## config.mk

```make
export PLATFORM = sky130hd
export DESIGN_NAME = acc_cpu_control_unit
export DESIGN_NICKNAME = d
export VERILOG_FILES = /design/src/rtl/acc_cpu_control_unit.sv
export SDC_FILE = /design/constraint.sdc
export NUM_CORES = 1
export LEC_CHECK = 0
export CAP_MARGIN = 20
export CORE_AREA = 10 10 47 49
export DETAILED_ROUTE_END_ITERATION = 7
export DIE_AREA = 0 0 57 59
export PLACE_DENSITY = 0.7
export SETUP_SLACK_MARGIN = 0.15
export SLEW_MARGIN = 20
export SYNTH_ARGS = -nofsm -noshare
export SYNTH_HDL_FRONTEND = slang
export SYNTH_SLANG_ARGS = --single-unit
```

## constraint.sdc

```tcl
create_clock -name clk -period 1.6 [get_ports clk]
set_input_delay 0.48 -clock clk [delete_from_list [all_inputs] [get_ports clk]]
set_output_delay 0.48 -clock clk [all_outputs]
set_load 0.02 [all_outputs]
```

## src/rtl/acc_cpu_control_unit.sv

```systemverilog
// Fetch/decode/execute sequencer for the 8-bit accumulator machine (optional SINGLE_STEP_EN adds step/PAUSE).
// Latency: 4 cycles per memory instruction, 3 per jump, with a zero-wait memory.
// Backpressure: mem_rd/mem_we are held until mem_ack; an ack timeout leads to an absorbing ERROR state.
module acc_cpu_control_unit #(
    parameter int ACK_TIMEOUT = 16,
    parameter int TO_W        = 5
) (
    input  logic       clk,
    input  logic       rst_n,
`ifdef SINGLE_STEP_EN
    input  logic       step,
`endif
    input  logic [2:0] opcode,
    input  logic       ac_zero,
    input  logic       mem_ack,
    output logic       mar_sel,
    output logic       mar_load,
    output logic       mem_rd,
    output logic       mem_we,
    output logic       ir_load,
    output logic       pc_inc,
    output logic       pc_load,
    output logic       ac_load,
    output logic [1:0] alu_op,
    output logic       halted,
    output logic       err
);

    localparam logic [2:0] OP_HLT = 3'b000;
    localparam logic [2:0] OP_LDA = 3'b001;
    localparam logic [2:0] OP_STA = 3'b010;
    localparam logic [2:0] OP_ADD = 3'b011;
    localparam logic [2:0] OP_SUB = 3'b100;
    localparam logic [2:0] OP_AND = 3'b101;
    localparam logic [2:0] OP_JMP = 3'b110;
    localparam logic [2:0] OP_JZ  = 3'b111;

    typedef enum logic [2:0] {
        S_IDLE   = 3'd0,
        S_FETCH1 = 3'd1,
        S_FETCH2 = 3'd2,
        S_DECODE = 3'd3,
        S_EXEC   = 3'd4,
        S_HALT   = 3'd5,
        S_ERROR  = 3'd6
`ifdef SINGLE_STEP_EN
        ,
        S_PAUSE  = 3'd7
`endif
    } state_e;

    // Where an instruction goes once it completes; IDLE always goes straight to FETCH1.
`ifdef SINGLE_STEP_EN
    localparam state_e S_RESUME = S_PAUSE;
`else
    localparam state_e S_RESUME = S_FETCH1;
`endif

    localparam bit            TO_EN   = (ACK_TIMEOUT != 0);
    localparam logic [TO_W-1:0] TO_LAST = TO_W'(ACK_TIMEOUT - 1);
    localparam logic [TO_W-1:0] CNT_ONE = {{(TO_W-1){1'b0}}, 1'b1};

    state_e          state_q, state_d;
    logic [TO_W-1:0] cnt_q, cnt_d;
    logic            waiting;
    logic            timed_out;

    always_ff @(posedge clk or negedge rst_n) begin
        if (!rst_n) begin
            state_q <= S_IDLE;
            cnt_q   <= '0;
        end else begin
            state_q <= state_d;
            cnt_q   <= cnt_d;
        end
    end

    always_comb begin
        waiting   = (state_q == S_FETCH2) || (state_q == S_EXEC);
        timed_out = TO_EN && waiting && !mem_ack && (cnt_q == TO_LAST);
    end

    always_comb begin
        state_d = state_q;
        case (state_q)
            S_IDLE:   state_d = S_FETCH1;
            S_FETCH1: state_d = S_FETCH2;
            S_FETCH2: begin
                if (mem_ack)        state_d = S_DECODE;
                else if (timed_out) state_d = S_ERROR;
            end
            S_DECODE: begin
                case (opcode)
                    OP_HLT:         state_d = S_HALT;
                    OP_JMP, OP_JZ:  state_d = S_RESUME;
                    default:        state_d = S_EXEC;
                endcase
            end
            S_EXEC: begin
                if (mem_ack)        state_d = S_RESUME;
                else if (timed_out) state_d = S_ERROR;
            end
            S_HALT:   state_d = S_HALT;
            S_ERROR:  state_d = S_ERROR;
`ifdef SINGLE_STEP_EN
            S_PAUSE:  if (step) state_d = S_FETCH1;
`endif
            default:  state_d = S_IDLE;
        endcase
    end

    // Counter restarts whenever a request phase is entered and counts only while it is stalled.
    always_comb begin
        cnt_d = '0;
        if (waiting && (state_d == state_q)) begin
            cnt_d = cnt_q + CNT_ONE;
        end
    end

    always_comb begin
        mar_sel  = 1'b0;
        mar_load = 1'b0;
        mem_rd   = 1'b0;
        mem_we   = 1'b0;
        ir_load  = 1'b0;
        pc_inc   = 1'b0;
        pc_load  = 1'b0;
        ac_load  = 1'b0;
        alu_op   = 2'b00;
        halted   = 1'b0;
        err      = 1'b0;
        case (state_q)
            S_FETCH1: mar_load = 1'b1;
            S_FETCH2: begin
                mem_rd  = 1'b1;
                ir_load = mem_ack;
                pc_inc  = mem_ack;
            end
            S_DECODE: begin
                case (opcode)
                    OP_HLT: ;
                    OP_JMP: pc_load = 1'b1;
                    OP_JZ:  pc_load = ac_zero;
                    default: begin
                        mar_sel  = 1'b1;
                        mar_load = 1'b1;
                    end
                endcase
            end
            S_EXEC: begin
                if (opcode == OP_STA) begin
                    mem_we = 1'b1;
                end else begin
                    mem_rd  = 1'b1;
                    ac_load = mem_ack;
                    case (opcode)
                        OP_ADD:  alu_op = 2'b01;
                        OP_SUB:  alu_op = 2'b10;
                        OP_AND:  alu_op = 2'b11;
                        default: alu_op = 2'b00;
                    endcase
                end
            end
            S_HALT:   halted = 1'b1;
            S_ERROR:  err    = 1'b1;
            default:  ;
        endcase
    end

endmodule

```

==> flow_metrics.env <==
export IMPL_grt_first_pass_wirelength_mm=2.967
export IMPL_initialDrtViolationCount=9
export IMPL_antenna_left=0
export IMPL_dieArea_um2=3363
export IMPL_grt_max_degree=9
export IMPL_p_leak_nw=0.5100
export IMPL_hold_slack_ps=499.8
export IMPL_rsz0062_at_grt="yes"
export IMPL_grt_pass1_vias=656
export IMPL_synth_distinct_cells=27
export IMPL_vdd_drop_max_uv=754.7
export IMPL_globalplace_congestion=0.7911
export IMPL_power_share_clock=0.096
export IMPL_cts_buffers_inserted=3
export IMPL_cts_root_buf="clkbuf_4"
export IMPL_p_int_w=0.0008984
export IMPL_combPwrFrac=0.695
export IMPL_hpwl_mm=1.223
export IMPL_clk_pin_slew_ps=50
export IMPL_worst_pin_slew_ps=332.0
export IMPL_layout_drive_gt1_share=0.6075
export IMPL_clock_fmax_mhz=554.9
export IMPL_core_region_area_um2=1401
export IMPL_relSlewSlack=0.7780
export IMPL_synth_compound_area_frac=0.1382
export IMPL_route_detailed_drc=0
export IMPL_hold_viol=0
export IMPL_layout_setup_ws_ps=-202.1
export IMPL_area_growth_pct=95.16
export IMPL_max_cap_viol_count=0
export IMPL_rows=14
export IMPL_synthSimpleGateAreaFrac=0.3295
export IMPL_routed_wl_mm=1.714
export IMPL_status="finished with violations"
export IMPL_synth_top_area_frac=0.3687
export IMPL_synth_fa_ha_area_frac=0.04608
export IMPL_synth_nets=74
export IMPL_final_cell_area_um2=1060
export IMPL_synth_top_family_by_area="simple AND/OR/NAND/NOR gates"
export IMPL_critPathMaxStageDelay_ps=410
export IMPL_ys_ff_latch=8
export IMPL_die_w_um=57
export IMPL_path_class="reg -> out"
export IMPL_wl_per_cell_um=13.93
export IMPL_syn_area_um2=543.0
export IMPL_place_ws_ps=-1009
export IMPL_n_antenna_cell=0
export IMPL_period_needed_ps=1802
export IMPL_fp_dieH_um=59
export IMPL_violations="setup timing"
export IMPL_start_util=0.3875
export IMPL_finalNetCount=118
export IMPL_place_area_um2=895.9
export IMPL_synth_top_area_cell="dfrtp_1"
export IMPL_worstSkewPairLatency_ps=240
export IMPL_seq_area_frac_synth=0.3687
export IMPL_post_route_util=0.7563
export IMPL_grt_usage=0.1072
export IMPL_io_buffers=18
export IMPL_grt_ovfl_total=0
export IMPL_syn_instance_count=65
export IMPL_setup_tns_final_ps=-1589
export IMPL_swShare=0.3946
export IMPL_finalCritPeriodShare=1.126
export IMPL_synthMuxAreaShare=0
export IMPL_setup_viol=11
export IMPL_cp_arrival_ps=1320
export IMPL_p_per_area_nw_per_um2=1400
export IMPL_yosysWarningCount=0
export IMPL_ios=19
export IMPL_slowest_stage="dfrtp_1"
export IMPL_vias=621
export IMPL_p_seq_frac=0.208
export IMPL_dr_pass1_iters=4
export IMPL_cts_tree="built"
export IMPL_clock_path_buffers=2
export IMPL_critPathLaunchType="flip-flop"
export IMPL_yosys_top_cells_area="dfrtp_1 37%, nor2_1 6.9%, and3_1 5.8%"
export IMPL_crit_chain="and2b_2, buf_4, a21oi_2, nor2_2, buf_6"
export IMPL_synth_xor_area_share=0.04839
export IMPL_clock_skew_ps=4.174
export IMPL_vias_per_cell=5.049
export IMPL_h_tree_depth=1
export IMPL_report_final_slew_viol_count=0
export IMPL_cp_data_required_time_ps=1120
export IMPL_switching_power_w=0.0005857
export IMPL_crit_path_max_fanout=4
export IMPL_antenna_found_initial=0
export IMPL_syn_area_per_cell_um2=8.354
export IMPL_hp_class="in -> async"
export IMPL_cp_end_kind="output pin"
export IMPL_clock_sinks=8
layer usage:
| layer | vias to the layer above | GRT usage | share of wire |
|---|---|---|---|
| met5 | - | 0 | 0 |
| met4 | 0 | 0.04027 | 0.033 |
| met3 | 6 | 0.03648 | 0.053 |
| met2 | 23 | 0.2016 | 0.53 |
| met1 | 284 | 0.1058 | 0.39 |
| li1 | 308 | - | - |
timing repair:
item,in CTS,in global routing
hold buffers,0,0
endpoints found under the setup margin,19,18
resized for setup,98,7
pin swaps,11,3
buffers inserted,8,0
final timing paths:
kind	from	end	slack, ps	cells past startpoint
max in group asynchronous	rst_n	state_q[2]$_DFF_PN0_	850	1
worst min-delay path	rst_n	cnt_q[2]$_DFF_PN0_	500	1
min in group clk	cnt_q[0]$_DFF_PN0_	cnt_q[0]$_DFF_PN0_	530	2
worst max register to register	cnt_q[0]$_DFF_PN0_	state_q[2]$_DFF_PN0_	230	6
worst min register to register	cnt_q[0]$_DFF_PN0_	cnt_q[0]$_DFF_PN0_	530	2
worst max-delay path	state_q[2]$_DFF_PN0_	mem_rd	-200	5
layout make-up:
| cell class | count | area [um^2] |
|---|---|---|
| clock buffers | 3 | 22.52 |
| fillers | 105 | 341.6 |
| inverters | 5 | 18.77 |
| multi-input cells | 49 | 406.6 |
| flip-flops and latches | 8 | 200.2 |
| well taps | 16 | 20.02 |
| repair buffers | 42 | 391.6 |
cells in the final DEF (no fill, tap or decap), types with 2 or more instances in the layout:
master,instances
dfrtp_1,8
xor2_1,2
dlygate4sd2_1,2
clkbuf_4,3
nor2_2,2
a21oi_1,2
nor2b_1,2
inv_1,4
and3_4,4
nor3_4,2
a21oi_2,3
nand2_1,2
buf_4,20
and2b_2,2
buf_6,19
nor2_1,8
synthesized netlist by cell type:
| cell | n |
|---|---|
| nor2_1 | 10 |
| a21oi_1 | 5 |
| clkbuf_1 | 1 |
| and2b_2 | 2 |
| nor3b_1 | 1 |
| and3b_1 | 1 |
| o21ai_2 | 1 |
| nand2_1 | 2 |
| or2_2 | 1 |
| xor2_1 | 2 |
| inv_1 | 5 |
| nor3_1 | 3 |
| buf_4 | 2 |
| xnor2_1 | 1 |
| ha_1 | 2 |
| and2_1 | 1 |
| nand2b_1 | 1 |
| and3_1 | 5 |
| o21ai_0 | 2 |
| dfrtp_1 | 8 |
| o211ai_1 | 1 |
| or3b_1 | 2 |
| o211a_1 | 1 |
| a31oi_1 | 1 |
| nand3_1 | 1 |
| a22oi_1 | 1 |
| nor2b_1 | 2 |
power groups by stage:
| stage | logic, W | clock network, W | registers (W) |
|---|---|---|---|
| floorplan | 0.000496 | 0 | 0.000296 |
| global placement | 0.000848 | 0 | 0.000299 |
| detailed placement | 0.000854 | 0 | 0.000305 |
| CTS | 0.00100 | 0.000151 | 0.000301 |
| global route | 0.00112 | 0.000161 | 0.000318 |
| finish | 0.00103 | 0.000143 | 0.000309 |
worst max-delay path, delay by kind of cell, from the launching register on:
| kind | cells | cell delay (ps) |
|---|---|---|
| AOI/OAI and AO/OA | 1 | 120 |
| buffers and inverters | 2 | 260 |
| DFF | 1 | 410 |
| and+or+nand+nor | 2 | 290 |
through the flow:
step	instances	total power [W]
6_report	123	0.001484
5_1_grt	123	0.001597
4_1_cts	123	0.001457
3_5_place_dp	112	0.001159
3_3_place_gp	112	0.001146
2_1_floorplan	65	0.0007913
cells by family (layout without fill, tap and decap cells):
kind of cell	count (synthesis)	after routing
and+or+nand+nor	32	32
AOI/OAI and AO/OA	12	12
DFF	8	8
buffers and inverters	8	50
xor gates and xnor gates	3	3
adders and majority gates	2	2
registers in the layout, indices dropped and copies added, names as in the netlist:
name     flops
state_q      3
cnt_q        5
Power figures use the tool's default switching activity.
